--- src/rtl/alarm_controller_multi.sv ---
// ============================================================================
// Module      : alarm_controller_multi
// Description : Key-entry / display-mode FSM for a multi-alarm digital clock.
// Revision    : 1.0  initial release
// ============================================================================
`default_nettype none

module alarm_controller_multi #(
  parameter  int TIMEOUT_SEC = 10,
  parameter  int NUM_ALARMS  = 2,
  parameter  int DIGITS      = 4,
  parameter  int NOKEY       = 10,
  localparam int SEL_W       = (NUM_ALARMS > 1) ? $clog2(NUM_ALARMS) : 1,
  localparam int DCNT_W      = $clog2(DIGITS + 1)
) (
  input  logic                  clock,
  input  logic                  reset,
  input  logic                  one_second,
  input  logic                  time_button,
  input  logic                  alarm_button,
  input  logic [SEL_W-1:0]      alarm_sel,
  input  logic [3:0]            key,
  output logic                  shift,
  output logic                  show_new_time,
  output logic                  show_a,
  output logic [SEL_W-1:0]      alarm_idx,
  output logic [NUM_ALARMS-1:0] load_new_a,
  output logic                  load_new_c,
  output logic                  reset_count,
  output logic [DCNT_W-1:0]     digit_cnt
);

  localparam int TMR_W = $clog2(TIMEOUT_SEC + 1);

  typedef enum logic [2:0] {
    SHOW_TIME        = 3'd0,
    KEY_STORED       = 3'd1,
    KEY_WAITED       = 3'd2,
    KEY_ENTRY        = 3'd3,
    SHOW_ALARM       = 3'd4,
    SET_ALARM_TIME   = 3'd5,
    SET_CURRENT_TIME = 3'd6
  } state_t;

  state_t            state;
  state_t            next_state;
  logic [TMR_W-1:0]  timer;
  logic              timeout;
  logic              key_hit;
  logic              entry_full;
  logic [SEL_W-1:0]  sel_eff;
  logic              timed_state;

  assign timeout     = (timer == TMR_W'(TIMEOUT_SEC));
  assign key_hit     = (key != 4'(NOKEY));
  assign entry_full  = (digit_cnt == DCNT_W'(DIGITS));
  assign sel_eff     = (int'(alarm_sel) < NUM_ALARMS) ? alarm_sel : '0;
  assign timed_state = (state == KEY_ENTRY) || (state == KEY_WAITED);

  always_ff @(posedge clock) begin
    if (reset) begin
      state     <= SHOW_TIME;
      timer     <= '0;
      digit_cnt <= '0;
      alarm_idx <= '0;
    end else begin
      state <= next_state;

      // Inactivity timer restarts on any state change, including each new key.
      if ((state != next_state) || !timed_state)
        timer <= '0;
      else if (one_second && !timeout)
        timer <= timer + TMR_W'(1);

      if ((state == SHOW_TIME) && (next_state == KEY_STORED))
        digit_cnt <= '0;
      else if ((state == KEY_STORED) && !entry_full)
        digit_cnt <= digit_cnt + DCNT_W'(1);

      if ((next_state == SHOW_ALARM) || (next_state == SET_ALARM_TIME))
        alarm_idx <= sel_eff;
    end
  end

  always_comb begin
    next_state = state;
    case (state)
      SHOW_TIME: begin
        if (alarm_button)  next_state = SHOW_ALARM;
        else if (key_hit)  next_state = KEY_STORED;
      end
      KEY_STORED:          next_state = KEY_WAITED;
      KEY_WAITED: begin
        if (!key_hit)      next_state = KEY_ENTRY;
        else if (timeout)  next_state = SHOW_TIME;
      end
      KEY_ENTRY: begin
        // Commits only complete entries; a partial entry aborts without loading.
        if (alarm_button)
          next_state = entry_full ? SET_ALARM_TIME : SHOW_TIME;
        else if (time_button)
          next_state = entry_full ? SET_CURRENT_TIME : SHOW_TIME;
        else if (timeout)
          next_state = SHOW_TIME;
        else if (key_hit && !entry_full)
          next_state = KEY_STORED;
      end
      SHOW_ALARM: begin
        if (!alarm_button) next_state = SHOW_TIME;
      end
      SET_ALARM_TIME:      next_state = SHOW_TIME;
      SET_CURRENT_TIME:    next_state = SHOW_TIME;
      default:             next_state = SHOW_TIME;
    endcase
  end

  always_comb begin
    shift         = (state == KEY_STORED);
    show_new_time = (state == KEY_STORED) || timed_state;
    show_a        = (state == SHOW_ALARM);
    load_new_c    = (state == SET_CURRENT_TIME);
    reset_count   = (state == SET_CURRENT_TIME);
    load_new_a    = '0;
    for (int i = 0; i < NUM_ALARMS; i++)
      load_new_a[i] = (state == SET_ALARM_TIME) && (int'(alarm_idx) == i);
  end

endmodule

`default_nettype wire

--- config.mk ---
export PLATFORM = sky130hd
export DESIGN_NAME = alarm_controller_multi
export DESIGN_NICKNAME = d
export VERILOG_FILES = /design/src/rtl/alarm_controller_multi.sv
export SDC_FILE = /design/constraint.sdc
export NUM_CORES = 1
export LEC_CHECK = 0
export ABC_AREA = 1
export BUFFER_PORTS_ARGS = -buffer_cell sky130_fd_sc_hd__buf_2
export CORE_MARGIN = 1.5
export CORE_UTILIZATION = 50
export CTS_BUF_LIST = sky130_fd_sc_hd__clkbuf_16
export CTS_CLUSTER_DIAMETER = 60
export DETAILED_ROUTE_END_ITERATION = 10
export GPL_TIMING_DRIVEN = 0
export PLACE_DENSITY_LB_ADDON = 0.3
export SLEW_MARGIN = 20
export SYNTH_ARGS = -nofsm -noshare
export SYNTH_HDL_FRONTEND = slang
export SYNTH_SLANG_ARGS = --single-unit
--- constraint.sdc ---
create_clock -name clock -period 1.8 [get_ports clock]
set_input_delay 0 -clock clock [delete_from_list [all_inputs] [get_ports clock]]
set_output_delay 0 -clock clock [all_outputs]
set_load 0.05 [all_outputs]
**Word-level counts from Yosys, hierarchy flattened**

Cells that the tools add are included.

- Register bits: 11
- Input port bits: 10
- Output and inout port bits: 11
- Logic and storage cells: 48

- Add/subtract/negate cells: 2
- Eq/ne operators: 13
- Multiplexer cells: 12
- Bitwise logic cells: 1
- Reductions and logical operators: 16

Operator list:

| kind | number |
|---|---|
| 2-to-1 mux 3 bit | 11 |
| equality test 3 bit, second input constant | 6 |
| one-hot mux 3 bit (5 select lines) | 1 |
| equality test 3 x 1 -> 1 bit, second input constant | 2 |
| equality test 3 x 2 -> 1 bit, second input constant | 2 |
| logical AND 1 bit | 6 |
| adder 4 x 1 -> 4 bit, second input constant | 1 |
| equality test 4 bit, second input constant | 1 |
| logical OR 1 bit | 4 |
| != test 4 bit, second input constant | 1 |
| OR reduction 2 bit | 2 |
| adder 3 x 1 -> 3 bit, second input constant | 1 |
| zero test 1 bit | 3 |
| zero test 3 bit | 1 |
| != test 3 bit | 1 |
| inverter 1 bit | 1 |

**Longest topological paths before layout**

- Depth in word-level cells: 11
- Gate-level depth with buffers: 12
- Depth with buffers taken out: 12

**Worst setup path before layout**

Ideal clock, no wire load.

- Path type: reg2out
- Start: reg state[0]
- End: out reset_count
- Arrival time: 1963 ps
- Required time: 1800 ps
- Slack: -163 ps
- Stages on the path, launching flop included: 4
- Path buffers: 2
- Cells stage by stage: dfxtp_1 -> buf_4 -> nor3_1 -> buf_4

- Longest elaborated chain between the ends: 1

Ends and longest elaborated chain:

| item | line | text |
|---|---|---|
| start: declaration | 45 | `state_t state;` |
| start signal: assignment | 67 | `state <= next_state;` |
| equality test 3 bit | - |  |
| end: declaration | 29 | `output logic reset_count,` |

No other way between the ends.

**Worst setup path after layout**

- Start: reg timer[0]
- End: reg timer[3]

- Longest elaborated chain between the ends: 8
- Elaborated cells between the ends (all ways): 13
- Those cells by class: add/sub (1); eq/ne (2); mux (6); reduce/logical (4)

Ends and longest elaborated chain:

| item | line | text |
|---|---|---|
| start: declaration | 47 | `logic [TMR_W-1:0] timer;` |
| start signal: assignment | 73 | `timer <= timer + TMR_W'(1);` |
| equality test 4 bit | 54 | `assign timeout = (timer == TMR_W'(TIMEOUT_SEC));` |
| 2-to-1 mux 3 bit | 103 | `else if (timeout)` |
| 2-to-1 mux 3 bit | 101 | `else if (time_button)` |
| 2-to-1 mux 3 bit | 99 | `if (alarm_button)` |
| one-hot mux 3 bit (5 select lines) | 87 | `case (state)` |
| != test 3 bit | 70 | `if ((state != next_state) \|\| !timed_state)` |
| logical OR 1 bit | 70 |  |
| OR reduction 2 bit (no source line) | - |  |

Parallel ways exist; a longest one is shown, timed or not.
A chain may end at the register's enable or synchronous reset.

==> reports/metrics.cfg <==
[floorplanning]
core_sq_mm = 0.00149
die_w_um = 42.5
rows = 14
num_io_pins = 21
initial_utilization = 0.523
die_y_um = 42.5
dieArea_sq_mm = 0.00180

[grt]
grt_max_degree = 9
grt_pass1_vias = 727
antenna_found_initial = 0
grt_overflow = 0
grt_pass1_wl_um = 2870
track_usage = 0.214

[synthesis]
netlist_area_sq_um = 778
avgSynthCellArea_sq_um = 6.28
ys_seq_area_frac = 0.283
synth_area_leader_cell = dfxtp_1
synth_cells = 124
synth.area.top_cells = dfxtp_1 (28%), nand2_1 (15%), inv_1 (9.6%)
synth-seq-cells = 11
synth_fp_nets = 138
synth_top_area_frac = 0.283
synth.distinct_cells = 23
ys.warnings.count = 0

[sta]
hold_viol_final = 0
maxSlewViolCount = 0
fin_setup_tns_ns = 0
finalSetupViolCount = 0
worst_pin_slew_ns = 0.251
timing.final.crit_share = 0.858
slew_headroom = 0.834
whs_ns = 0.0685
rsz0062_at_grt = no
fmax_mhz = 648
skew_ns = 0.00112
finalCriticalPeriod_ns = 1.54

[clock_tree]
cts_setup_buffers = 0
clkSinkCount = 11
path_clk_slew_ns = 0.04
cts_buffers = 3
clk_path_buf_depth = 2
cts_tree = built
root_buffer = clkbuf_16
cts.htree.levels = 1
clk_latency_ns = 0.24

[place]
io_buffer_count = 20
post-dp-hpwl_um = 1230
place_area_sq_um = 903
place.gp.congestion = 0.795

[routing]
ant_nets = 0
dr.pass1.iters = 4
wire_per_inst_um = 9.81
vias_per_cell = 4.81
routed_wl_um = 1620
drcViolationCount = 0
via_count = 793
drt_iter0_markers = 25

[flow_run]
maxCapViolCount = 0

[setup_path]
cp_max_fo = 4
cpMaxStageDelayCell = dfxtp_1
crit_type = flip-flop to flip-flop
startpoint_type = flip-flop
critPathArrivalTime_ns = 1.67
path_cells = inv_1 -> ha_1 -> nand3_2 -> nand2_1 -> nor2_1 -> nand2_1 -> nand2_1 -> nand2_1 -> nand3_1 -> nor2_1 -> nand2_1 -> nor2_1
cp_data_required_time_ns = 1.93
crit_top_cell = nand2_1
endpoint_kind = flip-flop
max_stage_delay_ns = 0.36

[final_layout]
finish.instance_area_sq_um = 992
num_antenna_cells = 0
final_nets = 164
drive_above_1_share = 0.262
syn2layout_area_growth_pct = 27.5

[pwr]
power_density_mw_per_mm2 = 826
total_power_uw = 820
p_leak_uw = 0.000542
peakVddDrop_mv = 0.658

[status]
status = complete, no violations

[worst_hold_path]
holdCritPathClass = input port to flip-flop

## synthesized netlist by cell type, drive strengths merged
master   n
o21ai    5
ha       4
nand3    7
a31oi    1
buf      2
nor2    22
nand2   34
a21oi    4
xnor2    1
nand3b   1
nand4    2
inv     25
xor2     3
dfxtp   11
nor3     2
## layout by cell type (no fill, tap or decap)
master         count
buf_4              2
nand2_4            1
buf_2             20
a21oi_1            4
nand3b_1           1
nor2_1            19
o21ai_0            3
nand2_1           31
nor3_2             1
clkbuf_16          3
nand4_1            2
inv_1             21
xor2_1             3
o21ai_1            2
a31oi_1            1
inv_4              1
nand3_2            2
nand3_1            5
inv_2              4
dlygate4sd3_1      1
xnor2_1            1
nor3_1             1
nor2_4             1
nand2_2            2
dfxtp_1           11
ha_1               4
nor2_2             2
## critical path: cells and delay by family (launching register included)
family	cells	cell delay (ns)
simple gates	10	0.77
fa+ha+maj	1	0.23
flops	1	0.36
buf+inv	1	0.08
## report_power, final
group / total, uW / switching (uW) / internal (uW)
Combinational: 159 / 113 / 46.7
Clock: 398 / 106 / 291
Sequential: 262 / 8.21 / 254
Total: 820 / 227 / 592
## per-stage QoR
step | util | cells | setup slack (ns)
floorplan | - | 124 | 0.0917
CTS | 0.666 | 165 | 0.265
finish | 0.666 | 165 | 0.256
global placement | 0.607 | 160 | 0.325
global route | 0.666 | 165 | 0.0911
detailed placement | 0.607 | 160 | 0.290
## final timing paths
| check | start | cells past startpoint | slack [ns] | endpoint |
|---|---|---|---|---|
| worst min-delay path | alarm_sel | 4 | 0.07 | alarm_idx$_SDFFE_PP0P_ |
| worst max register to register | timer[0]$_SDFFE_PP0P_ | 12 | 0.26 | timer[3]$_SDFFE_PP0P_ |
| worst max-delay path | timer[0]$_SDFFE_PP0P_ | 12 | 0.26 | timer[3]$_SDFFE_PP0P_ |
| worst min register to register | digit_cnt[1]$_SDFFE_PP0P_ | 2 | 0.49 | digit_cnt[1]$_SDFFE_PP0P_ |
## layer usage
metal  vias up  part of all wire  routed length [um]  global-route usage
met5         -                 0                   0                   0
met4         0             0.022                  36               0.125
met3         5             0.053                  85              0.0647
met2        24              0.44                 706               0.320
met1       339              0.49                 791               0.269
li1        425                 -                   -                   -
## flip-flops by register name (all words and copies together) (netlist names)
signal     count
digit_cnt      3
alarm_idx      1
state          3
timer          4
## area by class of cell
class | instances | area, sq um
sequential | 11 | 220
fill | 127 | 497
multi-input combinational | 86 | 452
tap | 16 | 20.0
buffer | 2 | 15.0
inverter | 25 | 96.3
timing repair buffer | 21 | 110
clock buffer | 3 | 75.1
clock inverter | 1 | 3.75
## timing repair
| action | CTS | global route |
|---|---|---|
| endpoints found under the setup margin | 0 | 0 |
| endpoints found under the hold margin | 3 | 0 |
| hold buffers | 1 | 0 |
| resized for setup | 0 | 0 |
## cell families (layout without fill, tap and decap cells)
family          Yosys count  after routing  synth area share
flops                    11             11             0.283
buf+inv                  27             52             0.143
simple gates             68             68             0.399
compound gates           10             10            0.0659
xor+xnor                  4              4            0.0450
fa+ha+maj                 4              4            0.0643
Power figures use the tool's default switching activity.
